**src/rtl/blur_frame_sequencer.sv**
```systemverilog
// Frame sequencer: walks a 3x3 window over a frame held in a synchronous-read RAM,
// feeds one shared kernel instance, and writes each result at the window centre.
module blur_frame_sequencer #(
    parameter int IMG_W      = 256,
    parameter int IMG_H      = 256,
    parameter int ADDR_W     = 16,
    parameter int KERNEL_LAT = 1
) (
    input  logic              clk,
    input  logic              rst,
    input  logic              start,
    output logic              busy,
    output logic              done,
    output logic              rd_en,
    output logic [ADDR_W-1:0] rd_addr,
    input  logic [7:0]        rd_data,
    output logic [71:0]       win_pixels,
    output logic              win_valid,
    input  logic [7:0]        k_pixel,
    output logic              wr_en,
    output logic [ADDR_W-1:0] wr_addr,
    output logic [7:0]        wr_data
);

    localparam int CW = (IMG_W > 1) ? $clog2(IMG_W) : 1;
    localparam int RW = (IMG_H > 1) ? $clog2(IMG_H) : 1;
    localparam logic [ADDR_W-1:0] W_A      = ADDR_W'(IMG_W);
    localparam logic [ADDR_W-1:0] W2_A     = ADDR_W'(2 * IMG_W);
    localparam logic [ADDR_W-1:0] ONE_A    = ADDR_W'(1);
    localparam logic [CW-1:0]     LAST_COL = CW'(IMG_W - 1);
    localparam logic [RW-1:0]     LAST_ROW = RW'(IMG_H - 3);

    typedef enum logic [1:0] {
        IDLE  = 2'd0,
        RUN   = 2'd1,
        FLUSH = 2'd2
    } state_t;

    state_t              state_q;
    logic [1:0]          phase_q;
    logic [CW-1:0]       col_q;
    logic [RW-1:0]       row_q;
    logic [ADDR_W-1:0]   row_base_q;
    logic [7:0]          col_r0_q;
    logic [7:0]          col_r1_q;
    logic [71:0]         win_q;
    logic                win_valid_q;
    logic [ADDR_W-1:0]   win_addr_q;
    logic                busy_q;
    logic                done_q;
    logic                rd_en_q;
    logic [ADDR_W-1:0]   rd_addr_q;
    logic [KERNEL_LAT-1:0] pv_q;
    logic [ADDR_W-1:0]   pa_q [KERNEL_LAT];

    logic [71:0]         win_shift_d;
    logic [ADDR_W-1:0]   addr_p1_d;
    logic [ADDR_W-1:0]   addr_p2_d;
    logic [ADDR_W-1:0]   addr_next_col_d;
    logic [ADDR_W-1:0]   addr_next_row_d;
    logic [ADDR_W-1:0]   centre_d;
    logic                pend_s;

    // Window shifted left by one column with the freshly fetched column at c=2
    always_comb begin
        win_shift_d = win_q;
        for (int r = 0; r < 3; r++) begin
            win_shift_d[(3*r)*8 +: 8]   = win_q[(3*r+1)*8 +: 8];
            win_shift_d[(3*r+1)*8 +: 8] = win_q[(3*r+2)*8 +: 8];
        end
        win_shift_d[23:16] = col_r0_q;
        win_shift_d[47:40] = col_r1_q;
        win_shift_d[71:64] = rd_data;
    end

    // Address arithmetic relative to the current row base (no multiplier needed)
    always_comb begin
        addr_p1_d       = row_base_q + W_A + ADDR_W'(col_q);
        addr_p2_d       = row_base_q + W2_A + ADDR_W'(col_q);
        addr_next_col_d = row_base_q + ADDR_W'(col_q) + ONE_A;
        addr_next_row_d = row_base_q + W_A;
        centre_d        = row_base_q + W_A + ADDR_W'(col_q) - ONE_A;
    end

    // Writes still in flight other than the one leaving the pipe this cycle
    assign pend_s = win_valid_q | (|(pv_q << 1));

    // Sequencer FSM: column fetch phases, window issue, row advance and flush
    always_ff @(posedge clk or posedge rst) begin
        if (rst) begin
            state_q     <= IDLE;
            phase_q     <= 2'd0;
            col_q       <= '0;
            row_q       <= '0;
            row_base_q  <= '0;
            col_r0_q    <= 8'd0;
            col_r1_q    <= 8'd0;
            win_q       <= 72'd0;
            win_valid_q <= 1'b0;
            win_addr_q  <= '0;
            busy_q      <= 1'b0;
            done_q      <= 1'b0;
            rd_en_q     <= 1'b0;
            rd_addr_q   <= '0;
        end else begin
            done_q      <= 1'b0;
            win_valid_q <= 1'b0;
            case (state_q)
                IDLE: begin
                    if (start) begin
                        state_q    <= RUN;
                        busy_q     <= 1'b1;
                        rd_en_q    <= 1'b1;
                        rd_addr_q  <= '0;
                        phase_q    <= 2'd0;
                        col_q      <= '0;
                        row_q      <= '0;
                        row_base_q <= '0;
                    end
                end
                RUN: begin
                    case (phase_q)
                        2'd0: begin
                            rd_addr_q <= addr_p1_d;
                            phase_q   <= 2'd1;
                        end
                        2'd1: begin
                            col_r0_q  <= rd_data;
                            rd_addr_q <= addr_p2_d;
                            phase_q   <= 2'd2;
                        end
                        2'd2: begin
                            col_r1_q <= rd_data;
                            rd_en_q  <= 1'b0;
                            phase_q  <= 2'd3;
                        end
                        default: begin
                            win_q   <= win_shift_d;
                            phase_q <= 2'd0;
                            if (col_q >= CW'(2)) begin
                                win_valid_q <= 1'b1;
                                win_addr_q  <= centre_d;
                            end
                            if (col_q == LAST_COL) begin
                                col_q <= '0;
                                if (row_q == LAST_ROW) begin
                                    state_q <= FLUSH;
                                    rd_en_q <= 1'b0;
                                end else begin
                                    row_q      <= row_q + RW'(1);
                                    row_base_q <= addr_next_row_d;
                                    rd_en_q    <= 1'b1;
                                    rd_addr_q  <= addr_next_row_d;
                                end
                            end else begin
                                col_q     <= col_q + CW'(1);
                                rd_en_q   <= 1'b1;
                                rd_addr_q <= addr_next_col_d;
                            end
                        end
                    endcase
                end
                FLUSH: begin
                    if (!pend_s) begin
                        state_q <= IDLE;
                        busy_q  <= 1'b0;
                        done_q  <= 1'b1;
                    end
                end
                default: state_q <= IDLE;
            endcase
        end
    end

    // Write pipeline: valid + centre address matched to the kernel latency
    always_ff @(posedge clk or posedge rst) begin
        if (rst) begin
            pv_q <= '0;
            for (int i = 0; i < KERNEL_LAT; i++) begin
                pa_q[i] <= '0;
            end
        end else begin
            pv_q[0] <= win_valid_q;
            pa_q[0] <= win_addr_q;
            for (int i = 1; i < KERNEL_LAT; i++) begin
                pv_q[i] <= pv_q[i-1];
                pa_q[i] <= pa_q[i-1];
            end
        end
    end

    assign busy       = busy_q;
    assign done       = done_q;
    assign rd_en      = rd_en_q;
    assign rd_addr    = rd_addr_q;
    assign win_pixels = win_q;
    assign win_valid  = win_valid_q;
    assign wr_en      = pv_q[KERNEL_LAT-1];
    assign wr_addr    = pa_q[KERNEL_LAT-1];
    // Kernel result passes straight through so it lands in its own write cycle
    assign wr_data    = pv_q[KERNEL_LAT-1] ? k_pixel : 8'd0;

endmodule

```
**config.mk**
```make
export PLATFORM = sky130hd
export DESIGN_NAME = blur_frame_sequencer
export DESIGN_NICKNAME = d
export VERILOG_FILES = /design/src/rtl/blur_frame_sequencer.sv
export SDC_FILE = /design/constraint.sdc
export NUM_CORES = 1
export LEC_CHECK = 0
export CORE_ASPECT_RATIO = 0.7
export CORE_MARGIN = 8
export CORE_UTILIZATION = 48
export CTS_CLUSTER_SIZE = 10
export DETAILED_ROUTE_END_ITERATION = 10
export PLACE_DENSITY = 0.76
export SLEW_MARGIN = 25
export SYNTH_ARGS = -nofsm -noshare
export SYNTH_HDL_FRONTEND = slang
export SYNTH_SLANG_ARGS = --single-unit
export TNS_END_PERCENT = 1
```
**constraint.sdc**
```tcl
create_clock -name clk -period 5.65 [get_ports clk]
set_clock_uncertainty 0.2 [all_clocks]
set_input_delay 0.565 -clock clk [delete_from_list [all_inputs] [get_ports clk]]
set_output_delay 0.565 -clock clk [all_outputs]
set_load 0.02 [all_outputs]
```
==> reports/results.ini <==
[synthesis]
synthTopCellsByArea = dfrtp_1 (53%), nand2_1 (13%), xnor2_1 (2.8%)
synth_fa_ha_area_share_pct = 2.37
synth-edff-count = 0
synth_xor_area_share_pct = 4.89
synth_seq_cells = 169
synth_compound_area_share_pct = 10.6
synth_top_family_by_area = simple AND/OR/NAND/NOR gates
async_flop_share_pct = 100
synth.avg_cell_area_um2 = 9.51
synth-simple-area-share_pct = 21.8
muxShareOfSynthArea_pct = 2.67
ys_warn_count = 0
netlist_area_um2 = 7910
ys_types = 70
ys.flop_type = dfrtp_1
ys_seq_area_share_pct = 53.4
synth_fp_nets = 866
synthCells = 832
synth.top_cell.area_share_pct = 53.4
yosys.area.top_type = dfrtp_1

[grt]
grt_pass1_vias = 5872
grt_max_degree = 81
grt_usage_pct = 18.7
antenna_found_initial = 0
gr-total-overflow = 0
grt_first_pass_wirelength_um = 31100

[floorplan]
die_h_um = 123
die_area_um2 = 20900
num_rows = 39
coreArea_um2 = 16200
start_util_pct = 48.7
io_pins = 136
die_x_um = 169

[placement]
dpl.cell_count = 1148
place_ws_ns = 2.43
routabilityCongestion = 0.916
dp_hpwl_um = 13600
io_buffers = 135

[final_layout]
diodes = 0
fin_cells = 1180
num-nets-final = 976
num-fill-cells = 1317
syn_to_final_growth_pct = 25.2
utilization_pct = 61.0
multiInputGateArea_um2 = 3360
seqCellArea_um2 = 4230
final_layout_size_suffix_gt1_share_pct = 8.59
final_common_cell = nand2_1
layout_common_cells = nand2_1 (283), dfrtp_1 (169), clkdlybuf4s50_1 (135)

[clock_tree]
cts_made_buffers = 17
cts.reportedPaths.clkPinSlew_ns = 0.07
hold_buffers = 0
cts.sinks = 169
cts_tree = yes
cts-root-buf = clkbuf_16
ctsHtreeMaxLevel = 4
cts_resized = 0
cts_setup_buffers = 0
clk_latency_ns = 0.43
cts_buffer_depth = 2

[drt]
drt_iter0_drc = 574
num_vias = 6228
wl_met1_um = 9540
first_pass_iters = 5
met3WireLength_um = 1500
ant_nets = 0
drt-total-wl_um = 19600
routed.top_layer = met4
wl_per_cell_um = 16.6
post-route-drc-count = 0
vias_per_cell = 5.28
wl_met2_um = 8260

[power]
powerDensity_nw_per_um2 = 588
ir_drop_uv = 268
leakage_nw = 4.55

[timing]
tns_ns = 0
slew_headroom_pct = 42.1
setup_slack_ns = 2.41
max_freq_mhz = 309
final.min_clock_period_ns = 3.24
min_period_over_period_pct = 57.3
rsz0062_at_grt = no
worstMarginPinSlew_ns = 0.869
setup_viol = 0
final_hold_viol_count = 0
finalMaxSlewViolations = 0

[worst_setup_path]
crit_path_end_kind = flip-flop
startpoint_type = flip-flop
required_ns = 5.77
cp_max_fo = 80
critPathKind = reg -> reg
cp_slowest_cell = buf_4
cpMostUsedCell = buf_4
arrival_ns = 3.35
r2r_slack_ns = 2.41
cpPeakStageDelay_ns = 0.63
crit_chain = nor2b_1 > and2_2 > buf_4 > nand2_1 > buf_4 > inv_1 > mux2_2

[hold_path]
holdCritPathClass = reg -> reg

[run_status]
status = finished, final reports clean

[flow_run]
maxCapViolations = 0

layout make-up:
cell class / instances / area share [%]
repair buffers: 142 / 14.2
multi-input cells: 597 / 33.9
clock inverters: 15 / 1.49
well taps: 225 / 2.84
inverters: 15 / 0.619
clock buffers: 17 / 4.29
flip-flops and latches: 169 / 42.7
through the flow:
stage,hold slack (ns),total power [mW],instance area (um2)
after detailed placement,0.169,4.70,9340
after global placement,0.164,4.67,9340
after floorplan,0.150,3.67,7910
after CTS,0.182,5.86,9910
final,0.175,5.82,9910
after global routing,0.190,6.18,9910
cell usage after synthesis (all sizes together), types with 13 or more instances:
| master | count |
|---|---|
| nor3 | 13 |
| nand3 | 23 |
| nor2 | 26 |
| a21oi | 25 |
| o21ai | 53 |
| ha | 15 |
| clkbuf | 25 |
| dfrtp | 169 |
| mux2 | 17 |
| buf | 26 |
| inv | 15 |
| xor2 | 17 |
| xnor2 | 25 |
| nand2 | 285 |
cell families (layout without fill, tap and decap cells):
kind of cell	after synthesis	count (layout)
compound gates	126	126
xor+xnor	42	42
fa+ha+maj	15	15
buf+inv	66	189
flops	169	169
mux	19	19
other cells	1	1
simple gates	394	394
flip-flops by register name, indices dropped and copies added (netlist names):
register	count
win_pixels	72
rd_addr	16
win_addr_q	16
wr_addr	16
col_q	8
col_r0_q	8
col_r1_q	8
row_base_q	8
row_q	8
phase_q	2
state_q	2
busy	1
done	1
rd_en	1
win_valid	1
wr_en	1
where the power goes:
part           leakage (nW)  internal [mW]  switching (mW)  total, mW
sequential             2.14           1.70           0.435       2.13
combinational          2.12           1.10            1.47       2.57
clock                 0.281          0.589           0.537       1.13
total                  4.55           3.38            2.44       5.82
metal layers:
metal	global-route usage, %	vias up
met3	5.10	24
met1	27.0	2991
met2	26.3	235
met5	0	-
met4	6.94	0
li1	-	2978
path summary, 6_finish.rpt:
path / depth (start not counted) / start / to
worst max register to register: 7 / state_q[0] / win_addr_q[9]
max in group asynchronous: 3 / rst / phase_q[1]
worst min-delay path: 0 / win_addr_q[10] / wr_addr[10]
min in group asynchronous: 2 / rst / win_pixels[55]
worst max-delay path: 7 / state_q[0] / win_addr_q[9]
worst min register to register: 0 / win_addr_q[10] / wr_addr[10]
critical path, delay by kind of cell, from the launching register on:
family,cells,cell delay (ns)
DFF,1,0.47
and+or+nand+nor,3,1.05
buffers and inverters,3,1.04
muxes,1,0.33
(Power assumes the default switching activity.)
